`config.mk`:
```
export PLATFORM = sky130hd
export DESIGN_NAME = i2c_byte_master
export DESIGN_NICKNAME = d
export VERILOG_FILES = /design/src/rtl/i2c_byte_master.sv
export SDC_FILE = /design/constraint.sdc
export NUM_CORES = 1
export LEC_CHECK = 0
export ABC_AREA = 1
export CAP_MARGIN = 20
export CORE_MARGIN = 2
export CORE_UTILIZATION = 41
export CTS_CLUSTER_DIAMETER = 100
export DETAILED_ROUTE_END_ITERATION = 16
export PLACE_DENSITY_LB_ADDON = 0.1
export SETUP_SLACK_MARGIN = 0.15
export SYNTH_ARGS = -nofsm -noshare
export SYNTH_HDL_FRONTEND = slang
export SYNTH_SLANG_ARGS = --single-unit
```
`constraint.sdc`:
```
create_clock -name clk_i -period 2.6 [get_ports clk_i]
set_clock_uncertainty 0.15 [all_clocks]
set_input_delay 0.39 -clock clk_i [delete_from_list [all_inputs] [get_ports clk_i]]
set_output_delay 0.39 -clock clk_i [all_outputs]
set_load 0.02 [all_outputs]
```
`src/rtl/i2c_byte_master.sv`:
```
// Byte-level I2C master: serializes START/STOP/WRITE/READ commands onto open-drain SCL/SDA,
// one command at a time, with repeated START and slave clock stretching.
module i2c_byte_master #(
    parameter int Q_DIV      = 4,
    parameter int DATA_WIDTH = 8
) (
    input  logic                  clk_i,
    input  logic                  rst_n_i,
    input  logic                  cmd_valid_i,
    output logic                  cmd_ready_o,
    input  logic [2:0]            cmd_i,
    input  logic [DATA_WIDTH-1:0] wdata_i,
    output logic                  rsp_valid_o,
    output logic [DATA_WIDTH-1:0] rdata_o,
    output logic                  nak_o,
    output logic                  err_o,
    output logic                  busy_o,
    input  logic                  scl_i,
    input  logic                  sda_i,
    output logic                  scl_oe_o,
    output logic                  sda_oe_o
);
    localparam int QW = (Q_DIV > 1) ? $clog2(Q_DIV) : 1;
    localparam int SW = $clog2(DATA_WIDTH + 1);

    localparam logic [2:0] CMD_START    = 3'd0;
    localparam logic [2:0] CMD_STOP     = 3'd1;
    localparam logic [2:0] CMD_WRITE    = 3'd2;
    localparam logic [2:0] CMD_READ_ACK = 3'd3;
    localparam logic [2:0] CMD_READ_NAK = 3'd4;

    typedef enum logic [2:0] {IDLE, START_S, STOP_S, BIT, RESP} state_t;

    state_t                state, state_nxt;
    logic [QW-1:0]         qcnt;
    logic [1:0]            quarter;
    logic [SW-1:0]         slot;
    logic [2:0]            op;
    logic [DATA_WIDTH-1:0] wbyte;
    logic [DATA_WIDTH-1:0] rbyte;
    logic                  ack_bit;
    logic                  err_flag;
    logic                  scl_hold;
    logic                  sda_hold;
    logic                  active;
    logic                  accept;
    logic                  cmd_err;
    logic                  stretch;
    logic                  qend;
    logic                  seq_done;

    assign active   = state inside {START_S, STOP_S, BIT};
    assign accept   = cmd_valid_i && (state == IDLE);
    assign cmd_err  = (cmd_i > CMD_READ_NAK) || ((cmd_i != CMD_START) && !busy_o);
    // A slave holding SCL low after we released it freezes the quarter at its first clock.
    assign stretch  = (quarter == 2'd1) && !scl_i;
    assign qend     = (qcnt == QW'(Q_DIV - 1)) && !stretch;
    assign seq_done = qend && (quarter == 2'd3) &&
                      ((state != BIT) || (slot == SW'(DATA_WIDTH)));

    // NOTE: sequential state uses non-blocking assignments so every register updates from pre-edge values.
    always_ff @(posedge clk_i or negedge rst_n_i) begin
        if (!rst_n_i) state <= IDLE;
        else          state <= state_nxt;
    end

    always_comb begin
        state_nxt = state;
        case (state)
            IDLE: begin
                if (accept) begin
                    if (cmd_err)                  state_nxt = RESP;
                    else if (cmd_i == CMD_START)  state_nxt = START_S;
                    else if (cmd_i == CMD_STOP)   state_nxt = STOP_S;
                    else                          state_nxt = BIT;
                end
            end
            START_S, STOP_S, BIT: if (seq_done) state_nxt = RESP;
            RESP:    state_nxt = IDLE;
            default: state_nxt = IDLE;
        endcase
    end

    // NOTE: every output gets a default first so the partial case arms cannot infer latches.
    always_comb begin
        cmd_ready_o = (state == IDLE);
        scl_oe_o    = scl_hold;
        sda_oe_o    = sda_hold;
        case (state)
            START_S: begin
                case (quarter)
                    2'd0:    begin scl_oe_o = busy_o; sda_oe_o = 1'b0; end
                    2'd1:    begin scl_oe_o = 1'b0;   sda_oe_o = 1'b0; end
                    2'd2:    begin scl_oe_o = 1'b0;   sda_oe_o = 1'b1; end
                    default: begin scl_oe_o = 1'b1;   sda_oe_o = 1'b1; end
                endcase
            end
            STOP_S: begin
                case (quarter)
                    2'd0:    begin scl_oe_o = 1'b1; sda_oe_o = 1'b1; end
                    2'd1:    begin scl_oe_o = 1'b0; sda_oe_o = 1'b1; end
                    default: begin scl_oe_o = 1'b0; sda_oe_o = 1'b0; end
                endcase
            end
            BIT: begin
                scl_oe_o = (quarter == 2'd0) || (quarter == 2'd3);
                if (slot == SW'(DATA_WIDTH)) sda_oe_o = (op == CMD_READ_ACK);
                else                         sda_oe_o = (op == CMD_WRITE) && !wbyte[DATA_WIDTH-1];
            end
            default: ;
        endcase
    end

    always_ff @(posedge clk_i or negedge rst_n_i) begin
        if (!rst_n_i) begin
            qcnt     <= '0;
            quarter  <= '0;
            slot     <= '0;
            op       <= CMD_START;
            wbyte    <= '0;
            rbyte    <= '0;
            ack_bit  <= 1'b0;
            err_flag <= 1'b0;
            scl_hold <= 1'b0;
            sda_hold <= 1'b0;
        end else if (accept) begin
            qcnt     <= '0;
            quarter  <= '0;
            slot     <= '0;
            op       <= cmd_i;
            wbyte    <= wdata_i;
            err_flag <= cmd_err;
        end else if (active) begin
            // Remember the last driven levels so the bus stays put between commands.
            scl_hold <= scl_oe_o;
            sda_hold <= sda_oe_o;
            if ((state == BIT) && (quarter == 2'd2) && qend) begin
                if (slot == SW'(DATA_WIDTH)) ack_bit <= sda_i;
                else                         rbyte   <= {rbyte[DATA_WIDTH-2:0], sda_i};
            end
            if (stretch) begin
                qcnt <= '0;
            end else if (qend) begin
                qcnt    <= '0;
                quarter <= quarter + 2'd1;
                if ((quarter == 2'd3) && (state == BIT)) begin
                    slot  <= slot + 1'b1;
                    wbyte <= wbyte << 1;
                end
            end else begin
                qcnt <= qcnt + 1'b1;
            end
        end
    end

    always_ff @(posedge clk_i or negedge rst_n_i) begin
        if (!rst_n_i) begin
            rsp_valid_o <= 1'b0;
            rdata_o     <= '0;
            nak_o       <= 1'b0;
            err_o       <= 1'b0;
            busy_o      <= 1'b0;
        end else begin
            rsp_valid_o <= (state == RESP);
            if (state == RESP) begin
                err_o <= err_flag;
                if (!err_flag) begin
                    case (op)
                        CMD_START: busy_o <= 1'b1;
                        CMD_STOP:  busy_o <= 1'b0;
                        CMD_WRITE: nak_o  <= ack_bit;
                        default: begin
                            rdata_o <= rbyte;
                            nak_o   <= 1'b0;
                        end
                    endcase
                end
            end
        end
    end
endmodule

```
======== Word-level counts from Yosys, hierarchy flattened ========
Cells that the tools add are included.
storage, ports and cells
  register bits after elaboration ......... 46
  input bits .............................. 16
  output and inout bits ................... 15
  logic and storage cells ................. 116
cells by class
  $add $sub $neg .......................... 3
  $lt $le $gt $ge ......................... 1
  equality and inequality tests ........... 17
  muxes and demuxes ....................... 33
  bitwise gates (word level) .............. 5
  reductions and logical operators ........ 41
operator list
  cell                                                              count
  8-bit 2-to-1 mux                                                  5
  4-bit 2-to-1 mux                                                  5
  2-bit 2-to-1 mux                                                  9
  3-bit by 2-bit == test with 1-bit output (second input constant)  4
  3-bit AND reduction                                               4
  4-bit AND reduction                                               3
  1-bit logical AND                                                 10
  3-bit by 1-bit == test with 1-bit output (second input constant)  3
  3-bit logical NOT                                                 3
  3-bit 2-to-1 mux                                                  3
  2-bit nonzero test                                                4
  2-bit == test (second input constant)                             3
  1-bit one-hot mux with 2 select lines                             3
  1-bit one-hot mux with 3 select lines                             2
  3-bit one-hot mux with 2 select lines                             1
  3-bit nonzero test                                                2
  2-bit OR reduction                                                3
  3-bit OR reduction                                                2
  1-bit 2-to-1 mux                                                  5
  1-bit inverter                                                    5
  2-bit by 1-bit adder with 2-bit output (second input constant)    2
  4-bit by 1-bit adder with 4-bit output (second input constant)    1
  4-bit == test (second input constant)                             1
  1-bit logical NOT                                                 4
  other kinds (9)                                                   13

======== Longest topological paths before layout ========
  word-level depth ........................ 8
  mapped depth ............................ 10
  mapped depth without buffers ............ 10

======== Worst setup path before layout ========
Ideal clock, no wire load.
  path kind ............................... reg2out
  start ................................... register quarter[0]
  end ..................................... output sda_oe_o
  arrival time ............................ 1.376 ns
  required time ........................... 2.060 ns
  slack ................................... 0.684 ns
  stages on the path, launching flop included .. 6
  path buffers ............................ 0
  cell sequence ........................... dfrtp_1 -> inv_1 -> ha_1 -> or2_2 -> o21ai_0 -> nand3_1
on the way
  word-level cells in the longest chain between the ends .. 4
  elaborated cells on any way between the ends .. 6
  those cells by class .................... 1 x eq/ne; 3 x mux; 2 x reduce/logical
RTL lines
  element                                                                        RTL line  source
  start, declared                                                                36        logic [1:0] quarter;
  start signal, assigned                                                         145       quarter <= quarter + 2'd1;
  2-bit by 1-bit == test with 1-bit output or 2-bit logical NOT (tied branches)  91, 99
  2-bit OR reduction (no line) *                                                 --
  1-bit 2-to-1 mux, on equally long branches                                     99, 91
  1-bit one-hot mux with 3 select lines *                                        89        case (state)
  end, declared                                                                  21        output logic sda_oe_o
Mark *: on every way between the ends. The rest lies on a longest branch, timed or not.

======== Final worst setup path ========
  start ................................... register quarter[0]
  end ..................................... output scl_oe_o
on the way
  word-level cells in the longest chain between the ends .. 4
  elaborated cells on any way between the ends .. 9
  those cells by class .................... 3 x eq/ne; 3 x mux; 3 x reduce/logical
RTL lines
  element                                                                    RTL line  source
  2-bit by 1-bit == test with 1-bit output or 2-bit == test (tied branches)  91        case (quarter)
  2-bit OR reduction (no line)                                               --
  1-bit one-hot mux with 2 select lines                                      91
  1-bit one-hot mux with 3 select lines *                                    89
  end, declared                                                              20        output logic scl_oe_o,
Marked as above.

==> reports/results.ini <==
[global_routing]
grt_overflow = 0
first_global_vias = 1787
grt_pass1_wl_um = 8050
antenna_found_initial = 0
grt_max_degree = 47
grt_usage_pct = 16.4

[routing]
drtIter0Drc = 81
drtAntennaViolNets = 0
dr.pass1.iters = 4
viasPerCell = 4.69
vias = 1867
wl_um = 4550
wl_per_cell_um = 11.4
drc = 0

[layout]
layout-drive-gt1-share_pct = 10.7
fin_util_pct = 51.7
area_growth_pct = 23.3
layoutNonFillerInstCount = 398
final_nets = 348
diodes = 0

[die]
core_area_um2 = 5440
fp.dieH_um = 78.5
die_w_um = 78.5
io_pins = 31
die_area_um2 = 6170
num_rows = 27
start_util_pct = 41.9

[worst_setup_path]
arrival_ns = 1.77
path_class = flip-flop to output port
cp-end-kind = output port
crit_fanout = 4
required_ns = 2.06
critPathLaunchType = flip-flop

[synthesis]
synth_common_cells = nand2_1 (115), dfrtp_1 (46), inv_1 (27)
synth_cells = 283
syn_area_um2 = 2280
synth_nets = 306
synth_warnings = 0
synth_top_area_cell = dfrtp_1
synthTopCellsByArea = dfrtp_1 (51%), nand2_1 (19%), inv_1 (4.4%)
yosysSeqAreaShare_pct = 50.5
async_flop_share_pct = 100
synth-edff-count = 0
synth_top_cell_area_share_pct = 50.5
yosysMostFrequentCell = nand2_1
synth_cell_types = 26
synth_ff_type = dfrtp_1
ys_seq_elements = 46
syn_area_per_cell_um2 = 8.05

[sta]
slew_headroom_pct = 60.0
setup_slack_ns = 0.293
fin_crit_sh_pct = 88.7
setup_tns_ns = 0
hold_ws_ns = 0.0164
setup_viol = 0
worst_pin_slew_ns = 0.601
hold_viol = 0
rsz0062_at_grt = false
period_needed_ns = 2.31
slew_violations = 0
max_clock_freq_ghz = 0.433

[pwr]
ir_drop_uv = 347
power_density_nw_per_um2 = 951
p_leak_nw = 1.47

[worst_hold_path]
min_path_type = input pin to async pin

[clock_tree]
cts_hold_buf = 0
insertion_delay_ns = 0.29
h-tree-depth = 2
clk_pin_slew_worst_paths_ns = 0.09
cts_buffer_depth = 2
cts_tree = yes
clkSinkCount = 46
cts_made_buffers = 5
clockRootBuffer = clkbuf_8

[place]
port_buffers = 30
post-dp-hpwl_um = 3320
gp_congestion = 0.770
dp_slack_ns = 0.196
placed_cells_incl_taps = 388

[run]
max_cap_violations = 0

[outcome]
status = finished, final reports clean

report_power, final:
group	total [mW]	internal (mW)	switching, mW
registers	1.01	0.886	0.122
logic	1.13	0.420	0.708
clock network	0.537	0.288	0.248
total	2.67	1.59	1.08
logic make-up (layout without fill, tap and decap cells):
logic type               count (synthesis)  in the layout  synth area share (%)
AO/OA/AOI/OAI                           32             32                  7.47
XOR/XNOR                                 2              2                 0.769
adder cells (fa/ha/maj)                  7              7                  3.84
AND/OR/NAND/NOR                        163            163                  31.2
flip-flops                              46             46                  50.5
buffers and inverters                   33             76                  6.15
layout by cell type (no fill, tap or decap):
cell type        instances
a21oi_1                  4
buf_2                    1
buf_4                    9
bufinv_16                1
clkbuf_2                 1
clkbuf_8                 5
clkdlybuf4s50_1         27
clkinv_2                 1
dfrtp_1                 46
dlygate4sd2_1            1
ha_1                     7
inv_1                   27
inv_2                    2
inv_6                    1
nand2_1                115
nand2_2                  5
nand3_1                 18
nand4_1                  6
nor2_1                  10
nor2_2                   2
nor2_4                   3
nor3_1                   1
nor3_2                   1
nor3_4                   1
o211ai_1                 1
o21a_1                   2
o21ai_0                 19
o21ai_1                  4
o21ai_2                  1
o31ai_1                  1
or2_2                    1
xnor2_1                  1
xor2_1                   1
registers in the layout, indices dropped and copies added (netlist names):
name         cells
busy_o           1
qcnt             2
quarter          2
wbyte            8
rsp_valid_o      1
err_o            1
op               3
nak_o            1
err_flag         1
rbyte            8
ack_bit          1
scl_hold         1
rdata_o          8
state            3
sda_hold         1
slot             4
through the flow:
step / cell area, µm² / total power [mW]
final: 2810 / 2.67
after floorplan: 2280 / 1.79
after CTS: 2800 / 2.68
after global placement: 2690 / 2.14
after global routing: 2810 / 2.91
after detailed placement: 2690 / 2.16
final cells by class:
class	instances	area, µm²
Timing Repair Buffer	39	357
Clock inverter	3	43.8
Clock buffer	5	68.8
Sequential cell	46	1150
Inverter	29	109
Multi-Input combinational cell	204	991
Fill cell	534	2630
Tap cell	72	90.1
worst paths after layout:
| path | from | end | slack, ns | cells past startpoint |
|---|---|---|---|---|
| hold reg to reg | wbyte[6] | wbyte[6] | 0.33 | 2 |
| max in group asynchronous | rst_n_i | op[0] | 1.87 | 2 |
| setup / recovery | quarter[0] | scl_oe_o | 0.29 | 6 |
| setup reg to reg | quarter[1] | wbyte[1] | 0.67 | 10 |
| min in group clk_i | wbyte[6] | wbyte[6] | 0.33 | 2 |
| hold / removal | rst_n_i | scl_hold | 0.02 | 2 |
per-layer routing:
metal,up-vias,GRT usage [%],wire length (µm)
met5,-,0,0
met4,0,5.26,33
met3,4,2.99,156
met2,28,26.6,2040
met1,856,22.4,2320
li1,979,-,-
repair_timing:
action | in CTS | in global routing
pin swaps | 0 | 1
setup buffers | 0 | 2
setup endpoints to repair | 2 | 2
gates resized for setup | 2 | 4
worst max-delay path: stages, from the launching register on:
cell and delay, ns:
dfrtp_1 0.38, inv_1 0.10, ha_1 0.30, inv_1 0.05, o211ai_1 0.20, nand3_1 0.11
dlygate4sd2_1 0.33
No activity file was read; power rests on OpenSTA's default activity.
